[src/rtl/axis_tx_frame_arbiter.sv]
// Frame-granular arbiter feeding the codec's AXIS tx port from several stereo sources.
// Optional zero-sample fill while idle: define AXIS_TX_FRAME_ARBITER_SILENCE_FILL_EN.
//
// state | meaning
// IDLE  | arbitrate among valid, unmasked sources (one bubble cycle)
// LEFT  | forward L beat of granted source
// RIGHT | forward R beat, force last, release grant
// SIL_L | silence fill, zero L beat
// SIL_R | silence fill, zero R beat with last
module axis_tx_frame_arbiter #(
  parameter int width_p   = 24,
  parameter int num_src_p = 2
) (
  input  logic                           clk_i,
  input  logic                           reset_n_i,
  input  logic                           mode_i,
  input  logic [num_src_p-1:0]           src_mask_i,
  input  logic [num_src_p*width_p-1:0]   src_data_i,
  input  logic [num_src_p-1:0]           src_valid_i,
  input  logic [num_src_p-1:0]           src_last_i,
  output logic [num_src_p-1:0]           src_ready_o,
  output logic [width_p-1:0]             tx_data_o,
  output logic                           tx_valid_o,
  output logic                           tx_last_o,
  input  logic                           tx_ready_i,
  output logic [num_src_p-1:0]           grant_o,
  output logic                           err_o
);

  localparam int ptr_w_lp = $clog2(num_src_p);

  typedef enum logic [2:0] {IDLE, LEFT, RIGHT, SIL_L, SIL_R} state_e;

  state_e                 state_q, state_d;
  logic [num_src_p-1:0]   grant_q, grant_d;
  logic [ptr_w_lp-1:0]    ptr_q, ptr_d;
  logic [width_p-1:0]     data_q, load_data;
  logic                   valid_q, last_q, err_q, err_d;
  logic                   load, load_last;
  logic                   out_free, busy, accept;
  logic [width_p-1:0]     sel_data;
  logic                   sel_valid, sel_last;
  logic [num_src_p-1:0]   cand, win_onehot;
  logic [ptr_w_lp-1:0]    win_idx;

  assign out_free    = ~valid_q | tx_ready_i;
  assign busy        = (state_q == LEFT) || (state_q == RIGHT);
  assign accept      = busy & out_free & sel_valid;
  assign src_ready_o = grant_q & {num_src_p{busy & out_free}};

  assign tx_data_o  = data_q;
  assign tx_valid_o = valid_q;
  assign tx_last_o  = last_q;
  assign grant_o    = grant_q;
  assign err_o      = err_q;

  // grant_q is one-hot or zero, so an OR-mux selects the owner
  always_comb begin
    sel_data  = '0;
    sel_valid = 1'b0;
    sel_last  = 1'b0;
    for (int i = 0; i < num_src_p; i++) begin
      if (grant_q[i]) begin
        sel_data  = sel_data | src_data_i[i*width_p +: width_p];
        sel_valid = sel_valid | src_valid_i[i];
        sel_last  = sel_last | src_last_i[i];
      end
    end
  end

  // Scan downward so the last hit is the lowest index / nearest after the pointer
  always_comb begin
    cand    = src_valid_i & src_mask_i;
    win_idx = '0;
    if (mode_i) begin
      for (int k = num_src_p; k >= 1; k--) begin
        if (cand[(int'(ptr_q) + k) % num_src_p])
          win_idx = ptr_w_lp'((int'(ptr_q) + k) % num_src_p);
      end
    end else begin
      for (int i = num_src_p - 1; i >= 0; i--) begin
        if (cand[i]) win_idx = ptr_w_lp'(i);
      end
    end
    win_onehot = num_src_p'(1) << win_idx;
  end

  always_comb begin
    state_d   = state_q;
    grant_d   = grant_q;
    ptr_d     = ptr_q;
    load      = 1'b0;
    load_data = sel_data;
    load_last = 1'b0;
    err_d     = 1'b0;
    case (state_q)
      IDLE: begin
        if (|cand) begin
          grant_d = win_onehot;
          ptr_d   = win_idx;
          state_d = LEFT;
        end
`ifdef AXIS_TX_FRAME_ARBITER_SILENCE_FILL_EN
        else if (out_free) begin
          state_d = SIL_L;
        end
`endif
      end
      LEFT: begin
        if (accept) begin
          load = 1'b1;
          // a premature last resyncs: the next beat is taken as L again
          if (sel_last) err_d = 1'b1;
          else          state_d = RIGHT;
        end
      end
      RIGHT: begin
        if (accept) begin
          load      = 1'b1;
          load_last = 1'b1;
          err_d     = ~sel_last;
          grant_d   = '0;
          state_d   = IDLE;
        end
      end
`ifdef AXIS_TX_FRAME_ARBITER_SILENCE_FILL_EN
      SIL_L: begin
        if (out_free) begin
          load      = 1'b1;
          load_data = '0;
          state_d   = SIL_R;
        end
      end
      SIL_R: begin
        if (out_free) begin
          load      = 1'b1;
          load_data = '0;
          load_last = 1'b1;
          state_d   = IDLE;
        end
      end
`endif
      default: state_d = IDLE;
    endcase
  end

  always_ff @(posedge clk_i or negedge reset_n_i) begin
    if (!reset_n_i) begin
      state_q <= IDLE;
      grant_q <= '0;
      ptr_q   <= ptr_w_lp'(num_src_p - 1);
      err_q   <= 1'b0;
    end else begin
      state_q <= state_d;
      grant_q <= grant_d;
      ptr_q   <= ptr_d;
      err_q   <= err_d;
    end
  end

  always_ff @(posedge clk_i or negedge reset_n_i) begin
    if (!reset_n_i) begin
      valid_q <= 1'b0;
      data_q  <= '0;
      last_q  <= 1'b0;
    end else if (load) begin
      valid_q <= 1'b1;
      data_q  <= load_data;
      last_q  <= load_last;
    end else if (tx_ready_i) begin
      valid_q <= 1'b0;
    end
  end

endmodule

[config.mk]
export PLATFORM = sky130hd
export DESIGN_NAME = axis_tx_frame_arbiter
export DESIGN_NICKNAME = d
export VERILOG_FILES = /design/src/rtl/axis_tx_frame_arbiter.sv
export SDC_FILE = /design/constraint.sdc
export NUM_CORES = 1
export LEC_CHECK = 0
export CORE_MARGIN = 2
export CORE_UTILIZATION = 42
export CTS_BUF_LIST = sky130_fd_sc_hd__clkbuf_8
export DETAILED_ROUTE_END_ITERATION = 8
export PLACE_DENSITY = 0.88
export SYNTH_ARGS = -nofsm -noshare
export SYNTH_HDL_FRONTEND = slang
export SYNTH_SLANG_ARGS = --single-unit
[constraint.sdc]
create_clock -name clk_i -period 3.03 [get_ports clk_i]
set_input_delay 0.606 -clock clk_i [delete_from_list [all_inputs] [get_ports clk_i]]
set_output_delay 0.606 -clock clk_i [all_outputs]
set_load 0.05 [all_outputs]
## After elaboration in Yosys (flattened, before gate mapping)

Cells that the tools add are included.

| storage, ports and cells | value |
|---|---|
| bits in registers | 33 |
| input bits | 58 |
| output and inout port bits | 31 |
| logic and storage cells | 73 |

| operators by class | value |
|---|---|
| add/subtract/negate cells | 2 |
| $lt $le $gt $ge | 2 |
| equality and inequality tests | 6 |
| shifts and indexed selects | 1 |
| mux-type cells | 34 |
| bitwise operators | 12 |
| reductions and logical operators | 9 |

Operators by type and width:

| operator | count |
|---|---|
| 24-bit two-way mux | 2 |
| 24-bit bitwise OR | 1 |
| 1-bit two-way mux | 23 |
| 3-bit two-way mux | 4 |
| 3-bit case mux with 3 select lines | 1 |
| 2-bit inequality test, second input constant | 4 |
| 2-bit by 3-bit less-than comparator with 1-bit output, second input constant | 2 |
| 2-bit bitwise AND | 2 |
| 2-bit two-way mux | 2 |
| 2-bit case mux with 2 select lines | 1 |
| 4-bit AND reduction | 1 |
| 2-bit nonzero test | 2 |
| 2-bit OR reduction | 2 |
| 3-bit by 1-bit == test with 1-bit output, second input constant | 1 |
| 3-bit by 2-bit == test with 1-bit output, second input constant | 1 |
| 3-bit logical NOT | 1 |
| 1-bit bitwise OR | 3 |
| 3-bit AND reduction | 1 |
| 1-bit adder, second input constant | 2 |
| 1-bit bitwise AND | 2 |
| 1-bit bitwise AND, first input constant | 2 |
| 1-bit inverter | 2 |
| 1-bit case mux with 2 select lines | 1 |
| 2-bit AND reduction | 1 |
| other kinds (2) | 2 |

## Longest topological paths before layout

Gate-level depths: netlist of the first run.

| logic depth | value |
|---|---|
| depth after elaboration | 11 |
| gate-level depth with buffers | 6 |
| gate-level depth less buffers | 5 |

## Least setup slack after synthesis of the first run

OpenSTA, ideal clock, no wires.

| path | value |
|---|---|
| path type | register to output |
| start | register grant_q[1], in the netlist grant_o[1] |
| end | output port src_ready_o[1] |
| arrival time | 1.652 ns |
| data required time | 2.424 ns |
| slack | 0.772 ns |
| cell stages (with the launch flop) | 4 |
| buffers on the path | 2 |
| cell sequence | dfrtp_1 buf_4 clkbuf_1 and3_1 |

| on the way | value |
|---|---|
| cells in the longest elaborated chain, start to end | 1 |

RTL lines:

| what | RTL line | RTL |
|---|---|---|
| start, declared | 35 | `logic [num_src_p-1:0] grant_q, grant_d;` |
| start signal, assigned | 155 | `grant_q <= grant_d;` |
| 2-bit bitwise AND | 49 | `assign src_ready_o = grant_q & {num_src_p{busy & out_free}};` |
| end, declared | 21 | `output logic [num_src_p-1:0] src_ready_o,` |

No other way between the ends.

## Worst setup path in the final report of the first run

| path | value |
|---|---|
| start | register grant_q[1], in the netlist grant_o[1] |
| end | output port grant_o[1] |

RTL lines:

| what | RTL line | RTL |
|---|---|---|
| end, declared | 26 | `output logic [num_src_p-1:0] grant_o,` |

No word-level cell between the ends.

==> flow_summary.ini, run 1 <==
[detailed_routing]
avgViaCountPerCell = 5.148
drt_iter0_drc = 97
routed-via-count = 1457
route.detailed.drc = 0
routedWlPerCell_um = 14.40
ant_nets = 0
first_pass_iters = 4
totalWireLength_um = 4075

[critical_path]
worstSetupStartpointType = register
critPathCaptureType = output port
crit_arrival_ps = 1900
cp_slowest_cell = clkdlybuf4s50_1
required_ps = 2420
path_cells = clkdlybuf4s50_1
cp_max_fo = 18
critPathBufInv = 1
slowest_delay_ps = 920
cp.depth = 1
rr_worst_depth = 5
crit_family = buffers and inverters
crit_type = reg2out

[placement]
gp_congestion = 0.7990
port_buffers = 88
preCtsSetupSlack_ps = 667.4
hpwlAfterDp_um = 3131
placed_area_mm2 = 0.002437

[cells_and_area]
antennaDiodeCount = 0
final_layout_size_suffix_gt1_frac = 0.07173
fillCellCount = 264
syn2layout_area_growth_pct = 64.75
fin_nets = 299
stdcell_area_mm2 = 0.002515

[sta]
worstMarginPinSlew_ps = 589.3
fmax_mhz = 398.8
fin_worst_skew_ps = 4.404
relSlewSlack = 0.6072
slew_violations = 0
rsz0062_at_grt = no
layout_min_cycle_time_ps = 2508
final-setup-viol-count = 0
setup_slack_ps = 522.4
tns_ps = 0
hold_violations = 0
timing.final.crit_share = 0.8276

[power]
ir_worst_vdd_uv = 533.3
p_per_area_mw_per_mm2 = 1033
cellLeakagePower_nw = 1.099

[clock_network]
cts_resized = 0
postCtsSetupBuffers = 0
h-tree-depth = 2
cts_num_sinks = 32
insertion_delay_ps = 270
hold_buffers = 0
cts.path.max_buffers = 2
clock-root-buffer = clkbuf_8
cts_buffers = 5
clk_pin_slew_ps = 60
cts_tree = done

[synthesis]
yosysSeqAreaShare = 0.5254
synth.distinct_cells = 28
synth_area_mm2 = 0.001526
ys_seq_elements = 32
avgSynthCellArea_um2 = 10.24
ys.warnings.count = 0
synth_nets = 211
syn_inst = 149

[floorplan]
dieArea_mm2 = 0.004133
die_width_um = 64.29
fp-row-count = 21
core_mm2 = 0.003416
io_pins = 89
die_y_um = 64.29
start_util = 0.4469

[global_route]
grt_pass1_wl_um = 6941
grt_pass1_vias = 1475
antenna_found_initial = 0
track_usage = 0.2166
grt_overflow = 0
grt_max_degree = 42

[run_status]
status = finished, final reports clean

[worst_hold_path]
worstHoldPathCells = 2
hp-class = reg2reg

[flow_run]
drv_cap = 0
-- through the flow --
stage | power, mW | hold slack [ps] | util | instances
after floorplan | 1.798 | 310.4 | - | 149
after global placement | 2.290 | 460.0 | 0.7136 | 276
after detailed placement | 2.327 | 471.5 | 0.7136 | 276
after CTS | 2.622 | 485.3 | 0.7363 | 283
after global routing | 2.775 | 515.2 | 0.7363 | 283
final | 2.597 | 477.2 | 0.7363 | 283
-- logic make-up after synthesis --
group | count (synthesis) | share of synthesized area
flip-flops | 32 | 0.5254
XOR/XNOR | 1 | 0.005739
multiplexers | 3 | 0.02377
adder cells (fa/ha/maj) | 4 | 0.03279
AND/OR/NAND/NOR | 35 | 0.1016
buffers and inverters | 14 | 0.04181
AO/OA/AOI/OAI | 60 | 0.2689
-- sequential cells by signal (all words and copies together) (netlist names) --
| signal | cells |
|---|---|
| grant_o | 2 |
| tx_data_o | 24 |
| tx_valid_o | 1 |
| state_q | 2 |
| tx_last_o | 1 |
| err_o | 1 |
| ptr_q | 1 |
-- tightest hold or removal path: stages (launching register included) --
cell	delay, ps
dfrtp_1	340
nand2_1	40
o21ai_0	60
-- layout by cell type (no fill, tap or decap), drive strengths merged --
| master | count |
|---|---|
| clkdlybuf4s50 | 86 |
| dfrtp | 31 |
| nand2 | 26 |
| a22oi | 26 |
| o21ai | 25 |
| buf | 6 |
| clkbuf | 5 |
| inv | 4 |
| ha | 4 |
| nand2b | 3 |
| a22o | 3 |
| and3 | 2 |
| o2bb2ai | 2 |
| mux2 | 2 |
| nand3 | 1 |
| xor2 | 1 |
| nor2 | 1 |
| and2 | 1 |
| a21o | 1 |
| a31oi | 1 |
| a2bb2oi | 1 |
| nand4 | 1 |
| a221o | 1 |
| mux2i | 1 |
| clkinv | 1 |
| dfstp | 1 |
-- final timing paths --
path / startpoint / to / slack (ps)
max: grant_o[1]$_DFFE_PN0P_ / grant_o[1] / 520
min reg2reg: tx_data_o[8]$_DFFE_PN0P_ / tx_data_o[8]$_DFFE_PN0P_ / 480
min: tx_data_o[8]$_DFFE_PN0P_ / tx_data_o[8]$_DFFE_PN0P_ / 480
max in group asynchronous: reset_n_i / ptr_q$_DFFE_PN1P_ / 1990
min in group asynchronous: reset_n_i / grant_o[1]$_DFFE_PN0P_ / 730
max reg2reg: grant_o[0]$_DFFE_PN0P_ / state_q[0]$_DFFE_PN0P_ / 860
-- report_power, final --
part | leakage, nW | internal (mW) | switching (mW)
Clock | 0.0452 | 0.152 | 0.139
Sequential | 0.410 | 0.601 | 0.132
Combinational | 0.644 | 0.573 | 1.00
-- Yosys cell counts --
master,n,share of area
dfrtp_1,31,0.51
nand2_1,26,0.064
a22oi_1,25,0.12
o21ai_0,25,0.082
clkbuf_1,7,0.017
ha_1,4,0.033
a22o_1,3,0.017
inv_1,3,0.0074
nand2b_1,3,0.012
and3_1,2,0.0082
buf_1,2,0.0049
o2bb2ai_1,2,0.011
a21o_1,1,0.0049
a221o_1,1,0.0066
a22oi_4,1,0.014
a2bb2oi_1,1,0.0057
a31oi_1,1,0.0041
and2_1,1,0.0041
buf_4,1,0.0049
buf_6,1,0.0074
dfstp_2,1,0.017
mux2_2,1,0.0074
mux2_4,1,0.0098
mux2i_1,1,0.0066
nand3_2,1,0.0066
nand4_1,1,0.0041
nor2_1,1,0.0025
xor2_1,1,0.0057
-- final cells by class --
cell class,count,area (um^2),share of cell area
Tap cell,46,57.56,0.02289
Multi-Input combinational cell,103,660.6,0.2627
Clock inverter,2,8.758,0.003483
Inverter,3,11.26,0.004478
Sequential cell,32,802.0,0.3189
Timing Repair Buffer,92,905.9,0.3602
Clock buffer,5,68.82,0.02736
-- metal layers --
metal | vias to the layer above | wire, um | track usage
li1 | 715 | - | -
met1 | 686 | 1722 | 0.2624
met2 | 49 | 2060 | 0.3711
met3 | 7 | 243 | 0.07218
met4 | 0 | 49 | 0.05319
met5 | - | 0 | 0
(Power assumes the default switching activity.)
==> inputs of run 2 (changes only) <==
CORE_UTILIZATION = 35   (was 42)
PLACE_DENSITY = 0.78   (was 0.88)
clock period = 2 ns   (was 3.03 ns; I/O delays follow)
==> run 2 against run 1 <==
  * Via count is essentially flat
  * Critical endpoint is now src_ready_o[1]
  * Final cell count grew 3.2%
  * Sequential share of layout area shrank 0.92 points
  * Setup slack lost 400 ps
  * Utilization shrank 13 points
  * Total power grew 58%
  * Global-route usage shrank 3.5 points
  * Worst hold slack lost 0.57 ps
==> flow_summary.ini, run 2 (synthesis gave the netlist of run 1 again) <==
[cells_and_area]
multi_input_area_um2 = 663.1
stdcell_area_mm2 = 0.002590
final_cell_count_no_fill = 292
fin_nets = 302
regArea_um2 = 802.0
layout_common_cells = clkdlybuf4s50_1, dfrtp_1, nand2_1
post-route-util = 0.6074
fillCellCount = 379
antennaDiodeCount = 0
largest_register_ffs = 24
final_layout_size_suffix_gt1_frac = 0.1042
syn2layout_area_growth_pct = 69.67
final_common_cell = clkdlybuf4s50_1

[sta]
rsz0062_at_grt = no
tns_ps = 0
fin_worst_skew_ps = 8.601
worstMarginPinSlew_ps = 526.6
holdWs_ps = 476.6
final-setup-viol-count = 0
slew_violations = 0
hold_violations = 0
timing.final.crit_share = 0.9381
fmax_mhz = 533.0
layout_min_cycle_time_ps = 1876
relSlewSlack = 0.6479

[placement]
gp_congestion = 0.7530
port_buffers = 88
placed_area_mm2 = 0.002512
hpwlAfterDp_um = 3230
dp.cells = 285

[clock_network]
insertion_delay_ps = 280
cts_num_sinks = 32
cts_resized = 0
postCtsSetupBuffers = 0
cts_buffers = 5
h-tree-depth = 2
cts.path.max_buffers = 2
clock-root-buffer = clkbuf_8
cts_tree = done
clk_pin_slew_ps = 60
hold_buffers = 0

[global_route]
grt_pass1_wl_um = 7024
antenna_found_initial = 0
track_usage = 0.1819
grt_overflow = 0
grt_pass1_vias = 1494
grt_max_degree = 37

[power]
internal_power_mw = 2.137
clock_power_share = 0.110
p_per_area_mw_per_mm2 = 1583
combPwrFrac = 0.628
cellLeakagePower_nw = 1.132
ir_worst_vdd_uv = 637.9
power.switching_mw = 1.962
sw_frac_of_total = 0.4787
seqPwrFrac = 0.262

[worst_hold_path]
hp-class = reg2reg
hold_path_startpoint = tx_data_o[17]$_DFFE_PN0P_
worstHoldPathCells = 2
hold_end = tx_data_o[17]$_DFFE_PN0P_

[detailed_routing]
routedWlPerCell_um = 14.15
routed-via-count = 1458
totalWireLength_um = 4131
first_pass_iters = 4
avgViaCountPerCell = 4.993
drt_iter0_drc = 104
route.detailed.drc = 0
ant_nets = 0

[critical_path]
crit_family = flip-flops
critPathCaptureType = output port
cp_slowest_cell = dfrtp_1
slowest_delay_ps = 380
reg2reg_slack_ps = 310
r2r_start = state_q[1]$_DFFE_PN0P_
crit_type = reg2out
crit_arrival_ps = 1480
critPathBufInv = 2
rr_worst_depth = 5
worstSetupStartpointType = register
path_cells = inv_1 -> ha_1 -> and3_2 -> buf_12
r2r_end = state_q[0]$_DFFE_PN0P_
required_ps = 1600
cp_max_fo = 4

[floorplan]
dieArea_mm2 = 0.004906
io_pins = 89
start_util = 0.3580
die_width_um = 70.04
fp-row-count = 24
die_y_um = 70.04
core_mm2 = 0.004264

[flow_run]
drv_cap = 0

[run_status]
status = finished, final reports clean
## run 2: cell count changes in the layout (fill, tap and decap cells not counted)
cell             delta
and3_1              -2
and3_2              +2
buf_12              +4
buf_4               +2
clkdlybuf4s50_1     -3
## run 2: how the worst max path moves through the flow
stage,start,to,slack (ps),cells past startpoint
after detailed placement,src_valid_i[1],state_q[0]$_DFFE_PN0P_,20,5
after global routing,state_q[0]$_DFFE_PN0P_,src_ready_o[1],50,4
final,state_q[0]$_DFFE_PN0P_,src_ready_o[1],120,4
after floorplan,grant_o[1]$_DFFE_PN0P_,src_ready_o[1],60,3
after CTS,state_q[0]$_DFFE_PN0P_,src_ready_o[1],110,4
after global placement,src_valid_i[1],state_q[0]$_DFFE_PN0P_,40,5
## run 2: power by group through the flow
stage / sequential (mW) / clock [mW] / combinational (mW)
2_1_floorplan: 1.84 / 0 / 0.891
3_3_place_gp: 1.08 / 0 / 2.56
3_5_place_dp: 1.09 / 0 / 2.60
4_1_cts: 1.08 / 0.462 / 2.60
5_1_grt: 1.11 / 0.488 / 2.77
6_report: 1.08 / 0.450 / 2.57
## run 2: per-layer routing
metal	vias up	share of wire	GRT usage
met4	0	0.0090	0.04487
met2	50	0.50	0.3090
met1	680	0.42	0.2167
met3	7	0.074	0.07071
met5	-	0	0
li1	721	-	-
## run 2: layout make-up
type | instances | area share
timing repair buffer | 95 | 0.3749
sequential | 32 | 0.3097
multi-input combinational | 103 | 0.2560
clock buffer | 5 | 0.02657
tap | 52 | 0.02512
inverter | 3 | 0.004348
clock inverter | 2 | 0.003382
## run 2: metrics by stage
step           total power, mW  setup WS (ps)
3_3_place_gp             3.640          42.45
2_1_floorplan            2.728          61.26
3_5_place_dp             3.692          16.00
4_1_cts                  4.147          106.5
5_1_grt                  4.373          51.70
6_report                 4.099          123.8
## run 2: tightest hold or removal path, delay by kind of cell, from the launching register on
kind | cells | cell delay [ps]
AOI/OAI and AO/OA | 1 | 60
DFF | 1 | 340
and+or+nand+nor | 1 | 40
==> inputs of run 3 (changes only) <==
GPL_TIMING_DRIVEN = 0   (was default)
==> run 3 against run 2 <==
  * Die area is the same
  * Clock power rose by 34%
  * Highest routed layer unchanged
  * Largest cell class unchanged
  * Global-route usage grew 0.60 points
==> flow_summary.ini, run 3 (synthesis gave the netlist of run 1 again) <==
[clock_network]
h-tree-depth = 2
insertion_delay_ps = 290
hold_buffers = 0
cts_tree = done
postCtsSetupBuffers = 0
cts.path.max_buffers = 2
clock-root-buffer = clkbuf_8
cts_buffers = 5
cts_num_sinks = 32
clk_pin_slew_ps = 70

[sta]
relSlewSlack = 0.5271
setup_slack_ps = 58.86
layout_min_cycle_time_ps = 1941
slew_violations = 0
tns_ps = 0
hold_violations = 0
final-setup-viol-count = 0
timing.final.crit_share = 0.9706
worstMarginPinSlew_ps = 709.4
fin_worst_skew_ps = 7.368
rsz0062_at_grt = no
fmax_mhz = 515.2

[global_route]
antenna_found_initial = 0
grt_overflow = 0
grt_pass1_vias = 1543
track_usage = 0.1880
grt_pass1_wl_um = 7286
grt_max_degree = 33

[critical_path]
crit_arrival_ps = 1540
worstSetupStartpointType = register
critPathCaptureType = output port
required_ps = 1600
crit_type = reg2out
cp_max_fo = 4

[placement]
preCtsSetupSlack_ps = -453.2
hpwlAfterDp_um = 3205
gp_congestion = 0.8065
port_buffers = 88
dp.cells = 289

[worst_hold_path]
hp-class = in2async

[floorplan]
fp-row-count = 24
dieArea_mm2 = 0.004906
die_width_um = 70.04
io_pins = 89
core_mm2 = 0.004264
start_util = 0.3580
die_y_um = 70.04

[detailed_routing]
route.detailed.drc = 0
ant_nets = 0
first_pass_iters = 4
drt_iter0_drc = 82
avgViaCountPerCell = 5.132
routedWlPerCell_um = 14.54
routed-via-count = 1514
totalWireLength_um = 4289

[power]
combPwrFrac = 0.603
internal_power_mw = 2.164
power.switching_mw = 1.985
p_per_area_mw_per_mm2 = 1618
ir_worst_vdd_uv = 554.4
seqPwrFrac = 0.251
clock_power_share = 0.145
cellLeakagePower_nw = 1.112
p_total_mw = 4.150
sw_frac_of_total = 0.4784

[cells_and_area]
fin_nets = 304
syn2layout_area_growth_pct = 68.03
antennaDiodeCount = 0
largest_register_ffs = 24
final_common_cell = clkdlybuf4s50_1
final_cell_count_no_fill = 295
layout_common_cells = clkdlybuf4s50_1, dfrtp_1, nand2_1
final_layout_size_suffix_gt1_frac = 0.07819

[run_status]
status = finished, final reports clean

[flow_run]
drv_cap = 0
## run 3: changes by cell type in the layout (fill, tap and decap cells not counted), sizes merged
| cell | delta |
|---|---|
| clkdlybuf4s50 | +2 |
| clkbuf | +7 |
| buf | -7 |
| bufinv | +1 |
## run 3: worst max-delay path, stage by stage (launching register included)
cell and delay (ps):
dfrtp_1 380, inv_1 90, ha_1 360, and3_2 210
clkbuf_4 200
## run 3: power groups by stage
| stage | logic [mW] | registers [mW] | clock network (mW) |
|---|---|---|---|
| after floorplan | 0.891 | 1.84 | 0 |
| after global placement | 2.50 | 1.05 | 0 |
| after detailed placement | 2.54 | 1.06 | 0 |
| after CTS | 2.51 | 1.04 | 0.617 |
| after global routing | 2.69 | 1.08 | 0.645 |
| final | 2.50 | 1.04 | 0.604 |
## run 3: per-stage QoR
stage	cell area, um^2	hold slack, ps	util
finish	2565	162.6	0.6015
detailed placement	2470	469.2	0.5792
global placement	2475	459.3	0.5804
floorplan	1529	104.4	-
global route	2565	220.1	0.6015
CTS	2560	183.8	0.6004
## run 3: worst paths after layout
check	start	to	slack, ps	depth (start not counted)
max in group asynchronous	reset_n_i	tx_last_o$_DFFE_PN0P_	1380	1
hold / removal	reset_n_i	tx_data_o[20]$_DFFE_PN0P_	160	1
setup reg to reg	state_q[0]$_DFFE_PN0P_	state_q[0]$_DFFE_PN0P_	180	5
hold reg to reg	tx_data_o[4]$_DFFE_PN0P_	tx_data_o[4]$_DFFE_PN0P_	480	2
setup / recovery	state_q[0]$_DFFE_PN0P_	src_ready_o[1]	60	4
min in group clk_i	tx_data_o[4]$_DFFE_PN0P_	tx_data_o[4]$_DFFE_PN0P_	480	2
## run 3: routing by layer
metal  part of all wire  GRT usage
met1               0.44     0.2388
met2               0.48     0.2931
met3              0.066    0.07071
met4              0.013    0.06838
met5                  0          0
## run 3: cell type report
type | instances | area [um^2]
Sequential cell | 32 | 802.0
Fill cell | 378 | 1699
Buffer | 9 | 45.04
Clock inverter | 3 | 38.79
Multi-Input combinational cell | 103 | 663.1
Timing Repair Buffer | 88 | 870.8
Inverter | 3 | 11.26
Tap cell | 52 | 65.06
Clock buffer | 5 | 68.82
## run 3: repair_timing
item                       CTS  global route
setup endpoints to repair    2             2
gates resized for setup     10             2
hold endpoints to repair     0             0
